$ cat src/rtl/vn_pkg.sv
// Shared definitions for the LDPC variable-node pipeline: default sizes,
// C2V input format encodings and small constant helper functions.
package vn_pkg;

  localparam int DEF_MSG_WIDTH = 6;
  localparam int DEF_PCM_ROWN  = 6;
  localparam int DEF_APP_WIDTH = 9;

  // Encoding of the C2V input bus format parameter.
  typedef enum int {
    C2V_FMT_TC = 0,   // two's complement
    C2V_FMT_SM = 1    // sign-magnitude
  } c2v_fmt_e;

  // Ceiling log2; used to size the exact-width adder tree result.
  function automatic int clog2(input int value);
    int r;
    r = 0;
    while ((32'sd1 << r) < value) begin
      r = r + 32'sd1;
    end
    return r;
  endfunction

  // Largest magnitude representable in a symmetric signed message of given width.
  function automatic int pos_max(input int width);
    return (32'sd1 << (width - 32'sd1)) - 32'sd1;
  endfunction

  // Most negative value of the symmetric range (the -2^(w-1) code is never produced).
  function automatic int neg_max(input int width);
    return -pos_max(width);
  endfunction

  localparam int POS_MAX = pos_max(DEF_MSG_WIDTH);
  localparam int NEG_MAX = neg_max(DEF_MSG_WIDTH);

endpackage

$ cat src/rtl/vn_pipe_if.sv
// Beat interface of the variable-node pipeline: C2V/LLR input side and
// V2C/APP/hard-decision output side, with producer (master) and
// pipeline (slave) views.
interface vn_pipe_if
  import vn_pkg::*;
#(
  parameter int MSG_WIDTH = DEF_MSG_WIDTH,
  parameter int PCM_ROWN  = DEF_PCM_ROWN,
  parameter int APP_WIDTH = DEF_APP_WIDTH
);

  logic                          i_valid;
  logic                          i_stall;
  logic                          i_first;
  logic [PCM_ROWN-1:0]           i_edge_mask;
  logic [MSG_WIDTH-1:0]          i_llr;
  logic [MSG_WIDTH*PCM_ROWN-1:0] i_c2v_bus;

  logic                          o_valid;
  logic [MSG_WIDTH*PCM_ROWN-1:0] o_v2c_bus;
  logic [APP_WIDTH-1:0]          o_app;
  logic                          o_hd;

  modport master (
    output i_valid, i_stall, i_first, i_edge_mask, i_llr, i_c2v_bus,
    input  o_valid, o_v2c_bus, o_app, o_hd
  );

  modport slave (
    input  i_valid, i_stall, i_first, i_edge_mask, i_llr, i_c2v_bus,
    output o_valid, o_v2c_bus, o_app, o_hd
  );

endinterface

$ cat src/rtl/vn_sat_sm.sv
// Combinational converter: two's complement value of any width to a
// MSG_WIDTH sign-magnitude message saturated to +/-(2^(MSG_WIDTH-1)-1).
// Zero always encodes as +0.
module vn_sat_sm
  import vn_pkg::*;
#(
  parameter int IN_WIDTH  = 8,
  parameter int MSG_WIDTH = DEF_MSG_WIDTH
) (
  input  logic [IN_WIDTH-1:0]  din,
  output logic [MSG_WIDTH-1:0] dout
);

  localparam logic [IN_WIDTH-1:0] POS_MAX_W =
    {{(IN_WIDTH-MSG_WIDTH+1){1'b0}}, {(MSG_WIDTH-1){1'b1}}};

  // Within range the low bits of -din equal the negated low bits of din.
  logic [MSG_WIDTH-2:0] neg_mag_s;

  assign neg_mag_s = -din[MSG_WIDTH-2:0];

  // Clamp to the symmetric range, then split into sign and magnitude
  always_comb begin
    if ($signed(din) > $signed(POS_MAX_W)) begin
      dout = {1'b0, POS_MAX_W[MSG_WIDTH-2:0]};
    end else if ($signed(din) < -$signed(POS_MAX_W)) begin
      dout = {1'b1, POS_MAX_W[MSG_WIDTH-2:0]};
    end else if (din[IN_WIDTH-1]) begin
      dout = {1'b1, neg_mag_s};
    end else begin
      dout = {1'b0, din[MSG_WIDTH-2:0]};
    end
  end

endmodule

$ cat src/rtl/vn_pipe.sv
// LDPC variable-node update, three register stages:
//   S1 C2V format conversion and first-iteration / edge-mask forcing,
//   S2 exact-width sum of channel LLR and all C2V messages,
//   S3 extrinsic V2C (sum minus own edge) saturated to sign-magnitude,
//      saturated APP LLR and hard decision.
// i_stall freezes every register; output data only changes on valid beats.
module vn_pipe
  import vn_pkg::*;
#(
  parameter int MSG_WIDTH = DEF_MSG_WIDTH,
  parameter int PCM_ROWN  = DEF_PCM_ROWN,
  parameter int APP_WIDTH = DEF_APP_WIDTH,
  parameter int C2V_FMT   = 0
) (
  input  logic     i_clk,
  input  logic     i_rst_n,
  vn_pipe_if.slave bus
);

  // Exact sum width: PCM_ROWN C2V terms plus the LLR can never overflow it.
  localparam int SUM_WIDTH  = MSG_WIDTH + clog2(PCM_ROWN + 1);
  localparam int DIFF_WIDTH = SUM_WIDTH + 1;
  localparam int APPW_WIDTH = ((SUM_WIDTH > APP_WIDTH) ? SUM_WIDTH : APP_WIDTH) + 1;

  localparam logic [APPW_WIDTH-1:0] APP_MAX_W =
    {{(APPW_WIDTH-APP_WIDTH+1){1'b0}}, {(APP_WIDTH-1){1'b1}}};
  localparam logic [APP_WIDTH-1:0] APP_POS_SAT = {1'b0, {(APP_WIDTH-1){1'b1}}};
  localparam logic [APP_WIDTH-1:0] APP_NEG_SAT = {1'b1, {(APP_WIDTH-2){1'b0}}, 1'b1};

  // ---------------- Stage 1 ----------------
  logic [MSG_WIDTH-1:0] c2v_raw_s [PCM_ROWN];
  logic [MSG_WIDTH-1:0] c2v_mag_s [PCM_ROWN];
  logic [MSG_WIDTH-1:0] c2v_tc_s  [PCM_ROWN];

  logic                 s1_valid_r;
  logic [MSG_WIDTH-1:0] s1_llr_r;
  logic [PCM_ROWN-1:0]  s1_mask_r;
  logic [MSG_WIDTH-1:0] s1_c2v_r [PCM_ROWN];

  // Convert each C2V to two's complement; absent edges and first iteration read as 0
  always_comb begin
    for (int k = 0; k < PCM_ROWN; k++) begin
      c2v_raw_s[k] = bus.i_c2v_bus[k*MSG_WIDTH +: MSG_WIDTH];
      c2v_mag_s[k] = {1'b0, c2v_raw_s[k][MSG_WIDTH-2:0]};
      if (bus.i_first || !bus.i_edge_mask[k]) begin
        c2v_tc_s[k] = '0;
      end else if (C2V_FMT == int'(C2V_FMT_SM)) begin
        // Negative zero negates to zero, so it needs no special case.
        if (c2v_raw_s[k][MSG_WIDTH-1]) begin
          c2v_tc_s[k] = -c2v_mag_s[k];
        end else begin
          c2v_tc_s[k] = c2v_mag_s[k];
        end
      end else begin
        c2v_tc_s[k] = c2v_raw_s[k];
      end
    end
  end

  // Stage 1 registers: converted C2V, channel LLR, edge mask and valid tag
  always_ff @(posedge i_clk) begin
    if (!i_rst_n) begin
      s1_valid_r <= 1'b0;
      s1_llr_r   <= '0;
      s1_mask_r  <= '0;
      for (int k = 0; k < PCM_ROWN; k++) begin
        s1_c2v_r[k] <= '0;
      end
    end else if (!bus.i_stall) begin
      s1_valid_r <= bus.i_valid;
      s1_llr_r   <= bus.i_llr;
      s1_mask_r  <= bus.i_edge_mask;
      for (int k = 0; k < PCM_ROWN; k++) begin
        s1_c2v_r[k] <= c2v_tc_s[k];
      end
    end
  end

  // ---------------- Stage 2 ----------------
  logic [SUM_WIDTH-1:0] sum_s;

  logic                 s2_valid_r;
  logic [SUM_WIDTH-1:0] s2_sum_r;
  logic [PCM_ROWN-1:0]  s2_mask_r;
  logic [MSG_WIDTH-1:0] s2_c2v_r [PCM_ROWN];

  // Single-stage adder tree: sign-extended LLR plus every C2V term
  always_comb begin
    sum_s = {{(SUM_WIDTH-MSG_WIDTH){s1_llr_r[MSG_WIDTH-1]}}, s1_llr_r};
    for (int k = 0; k < PCM_ROWN; k++) begin
      sum_s = sum_s + {{(SUM_WIDTH-MSG_WIDTH){s1_c2v_r[k][MSG_WIDTH-1]}}, s1_c2v_r[k]};
    end
  end

  // Stage 2 registers: full sum plus per-edge C2V needed for the extrinsic subtraction
  always_ff @(posedge i_clk) begin
    if (!i_rst_n) begin
      s2_valid_r <= 1'b0;
      s2_sum_r   <= '0;
      s2_mask_r  <= '0;
      for (int k = 0; k < PCM_ROWN; k++) begin
        s2_c2v_r[k] <= '0;
      end
    end else if (!bus.i_stall) begin
      s2_valid_r <= s1_valid_r;
      s2_sum_r   <= sum_s;
      s2_mask_r  <= s1_mask_r;
      for (int k = 0; k < PCM_ROWN; k++) begin
        s2_c2v_r[k] <= s1_c2v_r[k];
      end
    end
  end

  // ---------------- Stage 3 ----------------
  logic [DIFF_WIDTH-1:0]         diff_s   [PCM_ROWN];
  logic [MSG_WIDTH-1:0]          sat_sm_s [PCM_ROWN];
  logic [MSG_WIDTH*PCM_ROWN-1:0] v2c_s;
  logic [APPW_WIDTH-1:0]         app_wide_s;
  logic [APP_WIDTH-1:0]          app_s;

  logic                          o_valid_r;
  logic [MSG_WIDTH*PCM_ROWN-1:0] v2c_r;
  logic [APP_WIDTH-1:0]          app_r;
  logic                          hd_r;

  // Extrinsic value per edge: total sum minus that edge's own C2V
  always_comb begin
    for (int k = 0; k < PCM_ROWN; k++) begin
      diff_s[k] = {s2_sum_r[SUM_WIDTH-1], s2_sum_r}
                - {{(DIFF_WIDTH-MSG_WIDTH){s2_c2v_r[k][MSG_WIDTH-1]}}, s2_c2v_r[k]};
    end
  end

  for (genvar g = 0; g < PCM_ROWN; g++) begin : g_sat
    vn_sat_sm #(
      .IN_WIDTH  (DIFF_WIDTH),
      .MSG_WIDTH (MSG_WIDTH)
    ) u_sat (
      .din  (diff_s[g]),
      .dout (sat_sm_s[g])
    );
  end

  // Pack V2C messages; absent edges send +0
  always_comb begin
    v2c_s = '0;
    for (int k = 0; k < PCM_ROWN; k++) begin
      if (s2_mask_r[k]) begin
        v2c_s[k*MSG_WIDTH +: MSG_WIDTH] = sat_sm_s[k];
      end else begin
        v2c_s[k*MSG_WIDTH +: MSG_WIDTH] = '0;
      end
    end
  end

  assign app_wide_s = {{(APPW_WIDTH-SUM_WIDTH){s2_sum_r[SUM_WIDTH-1]}}, s2_sum_r};

  // Saturate the APP sum symmetrically into APP_WIDTH bits
  always_comb begin
    if ($signed(app_wide_s) > $signed(APP_MAX_W)) begin
      app_s = APP_POS_SAT;
    end else if ($signed(app_wide_s) < -$signed(APP_MAX_W)) begin
      app_s = APP_NEG_SAT;
    end else begin
      app_s = app_wide_s[APP_WIDTH-1:0];
    end
  end

  // Output registers: valid follows the pipe, data only refreshed by valid beats
  always_ff @(posedge i_clk) begin
    if (!i_rst_n) begin
      o_valid_r <= 1'b0;
      v2c_r     <= '0;
      app_r     <= '0;
      hd_r      <= 1'b0;
    end else if (!bus.i_stall) begin
      o_valid_r <= s2_valid_r;
      if (s2_valid_r) begin
        v2c_r <= v2c_s;
        app_r <= app_s;
        hd_r  <= s2_sum_r[SUM_WIDTH-1];
      end else begin
        v2c_r <= v2c_r;
        app_r <= app_r;
        hd_r  <= hd_r;
      end
    end
  end

  assign bus.o_valid   = o_valid_r;
  assign bus.o_v2c_bus = v2c_r;
  assign bus.o_app     = app_r;
  assign bus.o_hd      = hd_r;

endmodule

$ cat src/flat_wrapper.sv
// flat-port wrapper written by rule: the top's interface ports become plain ports
module vn_pipe_flat import vn_pkg::*;
#(
  parameter int MSG_WIDTH = DEF_MSG_WIDTH,
  parameter int PCM_ROWN  = DEF_PCM_ROWN,
  parameter int APP_WIDTH = DEF_APP_WIDTH,
  parameter int C2V_FMT   = 0
)
  (i_clk, i_rst_n, bus_i_valid, bus_i_stall, bus_i_first, bus_i_edge_mask, bus_i_llr, bus_i_c2v_bus, bus_o_valid, bus_o_v2c_bus, bus_o_app, bus_o_hd);
  vn_pipe_if #(.MSG_WIDTH(MSG_WIDTH), .PCM_ROWN(PCM_ROWN), .APP_WIDTH(APP_WIDTH)) bus_i ();
  input  logic i_clk;
  input  logic i_rst_n;
  input wire logic [$bits(bus_i.i_valid)-1:0] bus_i_valid;
  input wire logic [$bits(bus_i.i_stall)-1:0] bus_i_stall;
  input wire logic [$bits(bus_i.i_first)-1:0] bus_i_first;
  input wire logic [$bits(bus_i.i_edge_mask)-1:0] bus_i_edge_mask;
  input wire logic [$bits(bus_i.i_llr)-1:0] bus_i_llr;
  input wire logic [$bits(bus_i.i_c2v_bus)-1:0] bus_i_c2v_bus;
  output wire logic [$bits(bus_i.o_valid)-1:0] bus_o_valid;
  output wire logic [$bits(bus_i.o_v2c_bus)-1:0] bus_o_v2c_bus;
  output wire logic [$bits(bus_i.o_app)-1:0] bus_o_app;
  output wire logic [$bits(bus_i.o_hd)-1:0] bus_o_hd;
  assign bus_i.i_valid = bus_i_valid;
  assign bus_i.i_stall = bus_i_stall;
  assign bus_i.i_first = bus_i_first;
  assign bus_i.i_edge_mask = bus_i_edge_mask;
  assign bus_i.i_llr = bus_i_llr;
  assign bus_i.i_c2v_bus = bus_i_c2v_bus;
  assign bus_o_valid = bus_i.o_valid;
  assign bus_o_v2c_bus = bus_i.o_v2c_bus;
  assign bus_o_app = bus_i.o_app;
  assign bus_o_hd = bus_i.o_hd;
  vn_pipe #(.MSG_WIDTH(MSG_WIDTH), .PCM_ROWN(PCM_ROWN), .APP_WIDTH(APP_WIDTH), .C2V_FMT(C2V_FMT)) u_core (.i_clk(i_clk), .i_rst_n(i_rst_n), .bus(bus_i));
endmodule
$ cat config.mk
export PLATFORM = sky130hd
export DESIGN_NAME = vn_pipe_flat
export DESIGN_NICKNAME = d
export VERILOG_FILES = /design/src/rtl/vn_pkg.sv /design/src/rtl/vn_pipe_if.sv /design/src/rtl/vn_sat_sm.sv /design/src/rtl/vn_pipe.sv /design/src/flat_wrapper.sv
export SDC_FILE = /design/constraint.sdc
export NUM_CORES = 1
export LEC_CHECK = 0
export CAP_MARGIN = 20
export CORE_ASPECT_RATIO = 1.25
export CORE_MARGIN = 2
export CORE_UTILIZATION = 45
export CTS_BUF_LIST = sky130_fd_sc_hd__clkbuf_8
export CTS_CLUSTER_DIAMETER = 40
export DETAILED_ROUTE_END_ITERATION = 16
export GPL_ROUTABILITY_DRIVEN = 0
export PLACE_DENSITY_LB_ADDON = 0.05
export SLEW_MARGIN = 20
export SYNTH_ARGS = -nofsm -noshare
export SYNTH_HDL_FRONTEND = slang
export SYNTH_SLANG_ARGS = --single-unit
$ cat constraint.sdc
create_clock -name i_clk -period 5.3 [get_ports i_clk]
set_clock_uncertainty 0.15 [all_clocks]
set_input_delay 1.06 -clock i_clk [delete_from_list [all_inputs] [get_ports i_clk]]
set_output_delay 1.06 -clock i_clk [all_outputs]
set_load 0.01 [all_outputs]
### Yosys cells after proc, flatten, opt, wreduce, memory -nomap -nowiden

Memories as Yosys holds them, arrays and structs flattened.
Index checks and enable logic that the tools add are counted.

* logic and storage cells: 118
* memories: 2
* register bits: 76
* output and inout bits: 47
* bits in writable memories: 72

* bitwise gates (word level): 13
* mux-type cells: 48
* $add $sub $neg: 18
* $lt $le $gt $ge: 14
* reductions and logical operators: 13

Memory list
* u_core.s1_c2v_r: depth 6, bits a word 6, rd ports 6, clocked after Yosys merged registers in 0, wr ports 6, RTL line vn_pipe.sv:38 `logic [MSG_WIDTH-1:0] s1_c2v_r [PCM_ROWN];`
* u_core.s2_c2v_r: depth 6, bits a word 6, rd ports 6, clocked after Yosys merged registers in 0, wr ports 6, RTL line vn_pipe.sv:85 `logic [MSG_WIDTH-1:0] s2_c2v_r [PCM_ROWN];`

Operator list (number)
* $mux W6: 42
* $gt A10 B6 Y1 const B: 6
* $lt A10 B6 Y1 const B: 6
* $sub A9 B6 Y10: 6
* $add A9 B9 Y9: 5
* $neg A5 Y5: 6
* $mux W9: 2
* $or A1 B1 Y1: 12
* $gt A9 B9 Y1 const B: 1
* $lt A9 B9 Y1 const B: 1
* $add A6 B6 Y7: 1
* $logic_not A1 Y1: 6
* $logic_or A1 B1 Y1: 6
* $mux W1: 4
* $reduce_and A2 Y1: 1
* $not A1 Y1: 1

### Depth between registers and ports, before layout

An unclocked memory read counts as a cell.

* depth in word-level cells: 7
* mapped depth: 19

### Cells and area by module

Synthesis repeated with hierarchy kept, for this count alone.

* cell total of the unflattened synthesis: 1081
* area, all modules: 10059.6 um^2

By module, submodules not included
* vn_pipe: cells an instance 938, times used 1, sequential area each 3683.5 um^2, area each 9098.7 um^2
* vn_sat_sm (u_core.g_sat[0].u_sat ...): cells an instance 24, times used 5, sequential area each 0.0 um^2, area each 160.2 um^2
* vn_sat_sm (u_core.g_sat[5].u_sat): cells an instance 23, times used 1, sequential area each 0.0 um^2, area each 160.2 um^2

### Worst setup path before layout

Ideal clock, no wire load.

* kind: reg2reg
* start point: mem u_core.s1_c2v_r[0][0] (netlist name)
* end point: reg u_core.s2_sum_r[8]
* buffers on the path: 0
* data arrival time: 4.167 ns
* stages on the path, launching flop included: 20
* data required time: 4.947 ns
* slack: 0.780 ns
* path through: edfxtp_1 ha_1 fa_1 a21oi_1 nor2_1 nor2_1 xnor2_1 fa_1 inv_1 fa_1 fa_1 inv_1 ha_1 nor2b_1 o21ai_0 nand2b_1 a21o_1 a21oi_1 xnor2_1 o22ai_1

RTL lines
* from (decl): RTL line vn_pipe.sv:38
* to (signal assigned): RTL line vn_pipe.sv:106 `s2_sum_r <= sum_s;`
* to (decl): RTL line vn_pipe.sv:83 `logic [SUM_WIDTH-1:0] s2_sum_r;`

==> reports/results.txt <==
Outcome = finished, final reports clean
Cts-stage hold buffer count = 0
Most frequent cell on the critical path = sky130_fd_sc_hd__fa_1
Remaining design rule violation count = 0
Die Area = 23,500 um^2
Peak supply drop = 192 uV
Yosys warning total = 0
Arrival @ worst endpoint = 4860 ps
Drt pass-1 iters = 4
Launching element type of the critical path = flop
Top-Level Pins = 100
Antenna violations before repair = 0
Final nets = 1,316
P&R area growth vs syn = 17.1%
Final setup fails = 0
Clock H-tree levels = 4
Count of fill cells added during filler insertion = 2,069
Effective utilization at floorplan = 0.454
Fraction of registers with async set or reset after synthesis = 0
Reported max-cap violation count = 0
Synthesized area = 10,000 um^2
Leading post-synthesis cells by cell area = sky130_fd_sc_hd__edfxtp_1 22%, sky130_fd_sc_hd__dfxtp_1 15%, sky130_fd_sc_hd__ha_1 10%
Sequential share of the synthesized area = 0.368
Via count of the first global-routing pass = 7,494
Largest area contributor in the synthesized netlist = sky130_fd_sc_hd__edfxtp_1
Share of the synthesized area in the top cell type = 0.216
Post-synth top cells = 100 x sky130_fd_sc_hd__inv_1, 81 x sky130_fd_sc_hd__ha_1, 76 x sky130_fd_sc_hd__dfxtp_1, 76 x sky130_fd_sc_hd__nor2_1, 73 x sky130_fd_sc_hd__nand2_1
Worst hold-check path type = reg2reg
Number of endpoints with negative hold slack in the final report = 0
Crit. End Element = flop
Pin count of the biggest net entering global routing = 45
DIE WIDTH = 137 um
CTS tree = done
Core box area = 22,100 um^2
Site Rows = 61
Unrepaired setup endpoints after global routing = false
Cell depth of the worst min-delay path = 2
Remaining global-route overflow = 0
Max Root-Sink Buffers = 2
Count of port buffers added during placement = 99
Reg-to-Reg End = u_core.s2_sum_r[8]
Leakage power total = 4.98 nW
Peak per-stage delay on the critical path = 540 ps
Chip height = 171 um
Most frequent cell after synthesis = sky130_fd_sc_hd__inv_1
Clock insertion delay at the later pin of the skew report = 450 ps
Detailed placement HPWL = 18.1 mm
Root cell of the clock tree = sky130_fd_sc_hd__clkbuf_8
Critical Path Fanout Max = 3
Synth Net Count = 1,214
Slowest-stage cell, CP = sky130_fd_sc_hd__fa_1
Number of slew-limit violations in the final report = 0
Startpoint of the lowest-slack register-to-register path = u_core.s1_c2v_r[0][0]
EDFF count, synth = 72
Dominant synthesized flop cell = sky130_fd_sc_hd__dfxtp_1
Total routing resource utilization after global routing = 0.217
Number of distinct library cell variants in the gate-level netlist after synthesis = 72
Number of sinks on the clock net = 148
Average cell area after synthesis = 9.59 um^2
Worst setup timing slack at the placement stage = 605 ps
Count of nets left with antenna violations after detail routing = 0
Worst setup path class = reg2reg
Vias per cell = 5.29
Transition time at the pin with the least slew margin = 946 ps
Synth Register Bits = 148
Wire length of the first global-routing pass = 39.2 mm
Cts bufs inserted = 17
Post-route fraction of the period consumed by the critical path = 0.889
Timing-limited maximum frequency = 212 MHz
Reg2reg setup slack = 590 ps
Areal power density over the cells = 448 nW/um^2
Sum Neg Setup Slack = 0 ps
Overall via count from detail_route = 7,636
Clock slew at reported path FFs = 80 ps
Worst Hold Launch = u_core.bus.o_app[5]
Number of gates given a new drive strength after cts = 0
Post-Syn Instances = 1,045
Per-cell routed wire length = 16.5 um
Fraction of final layout cells sized beyond drive strength 1 = 0.0526
Worst path setup slack after routing = 588 ps
Final min period = 4710 ps
Post-CTS setup buffer count = 0
Required @ worst endpoint = 5450 ps
Wire length reported by the detailed router = 23.7 mm
Total inserted antenna cells = 0
Violation count after the first detailed-route iteration = 447
WHS Endpoint = u_core.bus.o_app[5]
Relative max-transition margin = 0.370
Depth of the worst register-to-register path = 19
Cell Chain, Critical Path = ha_1, fa_1, a21oi_1, nor2_1, nor2_1, xnor2_1, fa_1, inv_1, fa_1, fa_1, inv_1, ha_1, nor2b_1, o21ai_0, nand2b_1, a21o_1, a21oi_1, xnor2_1, o22ai_1
## layout by cell type, fill, tap and decap left out, types with 17 or more instances in the layout
cell type and count:
sky130_fd_sc_hd__nor2b_1 40, sky130_fd_sc_hd__and2_1 39, sky130_fd_sc_hd__mux2i_1 24, sky130_fd_sc_hd__nor2_1 76, sky130_fd_sc_hd__dfxtp_1 76, sky130_fd_sc_hd__fa_1 35, sky130_fd_sc_hd__ha_1 81, sky130_fd_sc_hd__edfxtp_1 72
sky130_fd_sc_hd__a31oi_1 21, sky130_fd_sc_hd__inv_1 102, sky130_fd_sc_hd__a21oi_1 57, sky130_fd_sc_hd__and3_1 39, sky130_fd_sc_hd__o21ai_0 34, sky130_fd_sc_hd__clkbuf_8 18, sky130_fd_sc_hd__a21o_1 17, sky130_fd_sc_hd__nand2_1 72
sky130_fd_sc_hd__xnor2_1 27, sky130_fd_sc_hd__nand2b_1 23, sky130_fd_sc_hd__clkdlybuf4s50_1 98, sky130_fd_sc_hd__xor2_1 28
## layer usage
metal / track usage / vias up / wire length, um
met3: 0.0314 / 15 / 806
met1: 0.292 / 3567 / 11200
met5: 0 / - / 0
met4: 0.0628 / 0 / 342
li1: - / 3910 / -
met2: 0.361 / 144 / 11400
## layout make-up
type | instances | area [um^2] | area share
multi-input combinational | 769 | 5850 | 0.499
sequential | 148 | 3680 | 0.314
timing repair buffer | 111 | 1090 | 0.0927
inverter | 100 | 375 | 0.0320
tap | 283 | 354 | 0.0302
clock buffer | 18 | 248 | 0.0211
clock inverter | 14 | 136 | 0.0116
## logic make-up after synthesis
kind of cell	share of synthesized area
AO/OA/AOI/OAI	0.154
adder cells (fa/ha/maj)	0.171
multiplexers	0.0240
buffers and inverters	0.0487
AND/OR/NAND/NOR	0.187
XOR/XNOR	0.0481
flip-flops	0.368
## worst max path at each step
stage | startpoint | cells past startpoint | end | slack (ps)
after floorplan | u_core.s1_c2v_r[0][0] | 19 | u_core.s2_sum_r[8] | 780
after global placement | u_core.s1_c2v_r[0][0] | 19 | u_core.s2_sum_r[8] | 650
after detailed placement | u_core.s1_c2v_r[0][0] | 19 | u_core.s2_sum_r[8] | 600
after CTS | u_core.s1_c2v_r[0][0] | 19 | u_core.s2_sum_r[8] | 580
after global routing | u_core.s1_c2v_r[0][0] | 19 | u_core.s2_sum_r[8] | 280
final | u_core.s1_c2v_r[0][0] | 19 | u_core.s2_sum_r[8] | 590
## registers in the layout, summed over array words and instances, names as in the netlist
| name | count |
|---|---|
| u_core.bus.o_v2c_bus | 36 |
| u_core.s1_llr_r | 6 |
| u_core.bus.o_app | 9 |
| u_core.s1_valid_r | 1 |
| u_core.s1_mask_r | 6 |
| u_core.bus.o_hd | 1 |
| u_core.s2_mask_r | 6 |
| u_core.s2_valid_r | 1 |
| u_core.bus.o_valid | 1 |
| u_core.s2_sum_r | 9 |
| u_core.s1_c2v_r | 36 |
| u_core.s2_c2v_r | 36 |
## where the power goes
part	internal, W	leakage (nW)	switching, W	total (W)
Combinational	0.00131	3.38	0.00169	0.00299
Sequential	0.00127	1.41	0.000124	0.00139
Clock	0.000427	0.192	0.000449	0.000876
## stage by stage
step           utilization  cell area (um^2)  instances  total power [W]  hold slack (ps)
2_1_floorplan            -             10000       1045          0.00379              326
3_3_place_gp         0.515             11400       1411          0.00438              293
3_5_place_dp         0.515             11400       1411          0.00442              301
4_1_cts              0.532             11700       1443          0.00531              311
5_1_grt              0.532             11700       1443          0.00578              330
6_report             0.532             11700       1443          0.00526              304
## critical path, delay by kind of cell (launching register included)
kind | cells | cell delay (ps)
buffers and inverters | 2 | 100
AOI/OAI and AO/OA | 5 | 750
adders and majority gates | 6 | 2490
DFF | 1 | 390
and+or+nand+nor | 4 | 440
xor gates and xnor gates | 2 | 230
Note: power is estimated with default switching activity, not from simulation.
==> variant 1, RTL diff (same flow settings) <==
Set the package constant `DEF_MSG_WIDTH` to 12 (it was 6).
--- a/src/rtl/vn_pkg.sv
+++ b/src/rtl/vn_pkg.sv
@@ -4,3 +4,3 @@
 
-  localparam int DEF_MSG_WIDTH = 6;
+  localparam int DEF_MSG_WIDTH = 12;
   localparam int DEF_PCM_ROWN  = 6;
Ports: changed (resized bus_i_c2v_bus, bus_i_llr and bus_o_v2c_bus); port bits go from 100 to 178. The function was not compared with the original's and may differ.
==> variant 1 against the unedited design <==
- clock power rose to 2.7 times the old value
- design area grew 90%
- largest cell class unchanged
- synthesized area grew 84%
- wire length grew 120%
- die area is 81% higher
- worst setup slack got worse by 0.42 ns
- sequential cell count up 120
- total power increased by 120%
- critical endpoint is now u_core.s2_sum_r[14]$_SDFFE_PN0N_
==> variant 1: results (changes against the unedited design) <==
- DRT met1 WL: 22100 um (+97%)
- Cell area after placement: 20900 um^2 (+84%)
- CP max FO: 4 (+1)
- Top cells by count, synth: 212 x inv_1, 144 x edfxtp_1, 141 x nor2_1, 128 x ha_1, 124 x dfxtp_1
- Vias: 15000 (+96%)
- Drt initial violations: 875 (+96%)
- Initial antenna violation count: 2 (+2)
- TritonCTS buffer count: 51 (+34)
- Min Clock Period, post-route: 5.13 ns (+0.419 ns)
- Dpl ws: -0.136 ns (-0.741 ns)
- Final HPWL DP: 38900 um (+110%)
- Ratio of cells with drive above 1 in the final layout: 8.40% (+3.1 points)
- Largest net degree at the start of global routing: 73 (+62%)
- First-pass GRT wire length: 78100 um (+99%)
- P_sw: 4.99 mW (+120%)
- Top_reg_cell synth: edfxtp_1
- NumNets Final: 2432 (+85%)
- H-tree depth: 2 (-2)
- Clock network power: 2.34 mW (+170%)
- I/O Buffers: 177 (+79%)
- Post-synth EDFFs: 144 (+100%)
- Routed met2 length: 24400 um (+110%)
- Leakage: 9.54 nW (+92%)
- Number of global-route vias before repair: 14400 (+92%)
- Highest routed layer: met5
- Sequential-to-total area share from yosys stat: 37.0% (+0.22 points)
- # fillers: 3679 (+78%)
- Status: completed
- Wirelength per Cell: 18.7 um (+14%)
- Total Routing Usage GR: 23.8% (+2.1 points)
-- variant 1: cell count changes after synthesis, moves of 30 or more --
cell      before  now
a21oi_1       57  115
and2_1        39   69
o21ai_0       34   65
nor3_1        15   49
and3_1        39   93
edfxtp_1      72  144
o211ai_1       9   39
clkbuf_1      22   57
dfxtp_1       76  124
nor2_1        76  141
xnor2_1       27   89
ha_1          81  128
inv_1        100  212
-- variant 1: worst paths after layout --
path,startpoint,to,depth (start not counted)
max reg2reg,u_core.s1_c2v_r[0][1]$_SDFFCE_PP0P_,u_core.s2_sum_r[14]$_SDFFE_PN0N_,19
max,u_core.s1_c2v_r[0][1]$_SDFFCE_PP0P_,u_core.s2_sum_r[14]$_SDFFE_PN0N_,19
min,u_core.bus.o_app[1]$_SDFFE_PN0P_,u_core.bus.o_app[1]$_SDFFE_PN0P_,2
min reg2reg,u_core.bus.o_app[1]$_SDFFE_PN0P_,u_core.bus.o_app[1]$_SDFFE_PN0P_,2
-- variant 1: cells by family after synthesis --
| family | Yosys count | share of synthesized area, % |
|---|---|---|
| DFF | 268 | 37.0 |
| adders and majority gates | 187 | 15.1 |
| buffers and inverters | 282 | 6.00 |
| AOI/OAI and AO/OA | 451 | 16.9 |
| muxes | 37 | 2.03 |
| and+or+nand+nor | 590 | 16.7 |
| xor gates and xnor gates | 132 | 6.28 |
-- variant 1: cell type report --
type                            count  share of cell area, %
Multi-Input combinational cell   1397                   47.9
Sequential cell                   268                   30.6
Timing Repair Buffer              217                   9.46
Inverter                          215                   3.65
Clock buffer                       57                   3.52
Tap cell                          546                   3.07
Clock inverter                     37                   1.82
-- variant 1: metrics by stage --
step	utilization, %	setup TNS (ns)	hold WS [ns]	instances	total power, mW
2_1_floorplan	-	0	0.310	1947	7.60
3_3_place_gp	52.0	-0.0922	0.287	2640	9.03
5_1_grt	55.3	-0.123	0.319	2737	12.5
3_5_place_dp	52.0	-0.374	0.291	2640	9.10
4_1_cts	55.0	-0.00253	0.300	2734	11.5
6_report	55.3	0	0.297	2737	11.6
-- variant 1: repair_timing --
action,CTS,global route
gates resized for setup,5,36
endpoints found under the setup margin,4,6
buffers inserted,0,3
pin swaps,1,25
cloned,0,0
-- variant 1: worst reg2reg max path: cells and delay by family, from the launching register on --
family | cells | cell delay [ns]
flops | 1 | 0.41
xor+xnor | 2 | 0.26
buf+inv | 2 | 0.10
fa+ha+maj | 5 | 2.01
simple gates | 3 | 0.77
compound gates | 7 | 1.31
-- variant 1: per-layer routing --
layer / up-vias / GRT usage (%)
li1: 7357 / -
met1: 7093 / 30.4
met2: 391 / 40.2
met3: 115 / 3.67
met4: 2 / 9.47
met5: - / 0
==> variant 2, RTL diff (same flow settings) <==
Made on the original files. Make the reset (`i_rst_n`) asynchronous in 3 clocked blocks.
--- a/src/rtl/vn_pipe.sv
+++ b/src/rtl/vn_pipe.sv
@@ -60,3 +60,3 @@
   // Stage 1 registers: converted C2V, channel LLR, edge mask and valid tag
-  always_ff @(posedge i_clk) begin
+  always_ff @(posedge i_clk or negedge i_rst_n) begin
     if (!i_rst_n) begin
@@ -95,3 +95,3 @@
   // Stage 2 registers: full sum plus per-edge C2V needed for the extrinsic subtraction
-  always_ff @(posedge i_clk) begin
+  always_ff @(posedge i_clk or negedge i_rst_n) begin
     if (!i_rst_n) begin
@@ -169,3 +169,3 @@
   // Output registers: valid follows the pipe, data only refreshed by valid beats
-  always_ff @(posedge i_clk) begin
+  always_ff @(posedge i_clk or negedge i_rst_n) begin
     if (!i_rst_n) begin
Formal check against the unedited RTL: not equivalent (a bounded check fails within 4 cycles, from zero or initial values and one cycle with i_rst_n low; the reset may be asserted at any time).
==> variant 2 against the unedited design <==
- non-clock buffer count shrank 3
- worst setup slack lost 0.051 ns
- synthesized area grew 3.0%
- final cell count grew 4.2%
- clock power grew 16%
- wire length grew 6.3%
- design area grew 2.9%
- sequential share of layout area shrank 0.71 points
- sequential cell count is the same
- total power grew 32%
- core utilization shrank 0.087 points
- sequential power grew 18%
- via count grew 6.1%
==> variant 2: results (changes against the unedited design) <==
- WHS: 0.324 ns (+0.0199 ns)
- CP max-delay cell: fa_1
- CP max FO: 3 (unchanged)
- Sequential-to-total area share from yosys stat: 35.9% (-0.89 points)
- Unique masters post-synth: 74 (+2.8%)
- CTS Root Cell: clkbuf_8
- Number of remaining DRC errors: 0 (unchanged)
- Clk_lat worst skew: 0.47 ns (+0.02 ns)
- Initial antenna violation count: 0 (unchanged)
- Post-synth net total: 1277 (+5.2%)
- Dpl ws: 0.561 ns (-0.0434 ns)
- Largest net degree at the start of global routing: 97 (+120%)
- Depth of the worst hold-timing path: 2 (unchanged)
- RR Startpoint: u_core.s1_c2v_r[30]$_DFFE_PN0N_
- TritonCTS buffer count: 17 (unchanged)
- First-pass DRT Iterations: 5 (+1)
- Top post-synthesis cells by area: dfrtp_1 36%, ha_1 9.8%, fa_1 6.8%
- Ratio of cells with drive above 1 in the final layout: 9.13% (+3.9 points)
- Hold Startpoint: u_core.bus.o_v2c_bus[26]$_DFFE_PN0P_
- Drt initial violations: 293 (-34%)
- Total Routing Usage GR: 21.6% (-0.060 points)
- Worst Slack Setup Final: 0.536 ns (-0.0514 ns)
- Status: completed
- Grt met1 use: 29.3% (+0.092 points)
- CP arrival: 4.92 ns (+0.06 ns)
- Startpoint types: flop
- Leakage: 5.39 nW (+8.2%)
- Slowest stage delay, CP: 0.54 ns (about the same)
- Hold Path End: u_core.bus.o_v2c_bus[26]$_DFFE_PN0P_
- Met3 Resource Use GR: 2.85% (-0.30 points)
- Post-CTS Setup Bufs: 0 (unchanged)
- Resized cells post-CTS: 0 (unchanged)
- Clock transition at path regs: 0.09 ns
- Setup crit end: u_core.s2_sum_r[8]$_DFFE_PN0N_
- YS warnings: 0 (unchanged)
- Top cells by count, synth: 160 x nand2_1, 148 x dfrtp_1, 110 x inv_1, 89 x o21ai_0, 81 x ha_1
- Async SR Flop Fraction: 100% (+100 points)
- Row count: 62 (+1.6%)
- Final HPWL DP: 18900 um (+4.4%)
- First-pass GRT wire length: 41400 um (+5.6%)
- Number of global-route vias before repair: 7907 (+5.5%)
- Vias per std cell: 5.39 (+1.8%)
- Top_reg_cell synth: dfrtp_1
- Hold WC Path Type: reg2reg
- Family with the most delay on the worst path: adder cells
- H-tree depth: 4 (unchanged)
- Wirelength per Cell: 16.8 um (+2.0%)
- Max transition margin: 35.1% (-1.9 points)
- GR Layer Usage met2: 36.7% (+0.56 points)
- Diode count: 0 (unchanged)
- Worst-case clock buffer depth: 2 (unchanged)
- VDD IR max: 0.260 mV (+35%)
- Reg2Reg Depth: 18 (-1)
- I/O Buffers: 99 (unchanged)
- NumNets Final: 1372 (+4.3%)
-- variant 2: changes by cell type after synthesis, moves of 36 or more --
| cell | change |
|---|---|
| edfxtp_1 | -72 |
| o21ai_0 | +55 |
| and2_1 | -37 |
| dfrtp_1 | +148 |
| and3_1 | -36 |
| nand2_1 | +87 |
| dfxtp_1 | -76 |
| mux2_2 | +53 |
-- variant 2: tightest hold or removal path, delay by kind of cell, from the launching register on --
family / cells / cell delay (ns)
DFF: 1 / 0.35
and+or+nand+nor: 2 / 0.10
-- variant 2: where the power goes --
part           switching [mW]  leakage [nW]  total, mW  internal [mW]
Combinational            2.37          3.26       4.29           1.92
Clock                   0.464         0.226       1.02          0.557
Sequential              0.268          1.90       1.64           1.37
-- variant 2: per-stage QoR --
| step | power [mW] | instance area [um^2] | cells |
|---|---|---|---|
| floorplan | 4.74 | 10300 | 1108 |
| CTS | 7.00 | 12100 | 1504 |
| global placement | 5.90 | 11600 | 1472 |
| finish | 6.96 | 12100 | 1504 |
| global route | 7.61 | 12100 | 1504 |
| detailed placement | 5.95 | 11600 | 1472 |
-- variant 2: metal layers --
metal / vias up / wire length, um
met5: - / 0
li1: 4054 / -
met4: 0 / 346
met3: 22 / 732
met2: 134 / 12200
met1: 3895 / 12000
-- variant 2: cell type report --
class                           count  area, um^2
Clock inverter                     15         215
Timing Repair Buffer              108        1060
Tap cell                          288         360
Sequential cell                   148        3700
Clock buffer                       17         234
Inverter                          110         413
Fill cell                        2171       10700
Multi-Input combinational cell    818        6090
-- variant 2: cells by family after synthesis --
group / Yosys count / synth area share (%)
mux: 58 / 6.26
flops: 148 / 35.9
simple gates: 330 / 15.1
buf+inv: 142 / 5.16
fa+ha+maj: 116 / 16.6
compound gates: 259 / 16.3
xor+xnor: 55 / 4.66
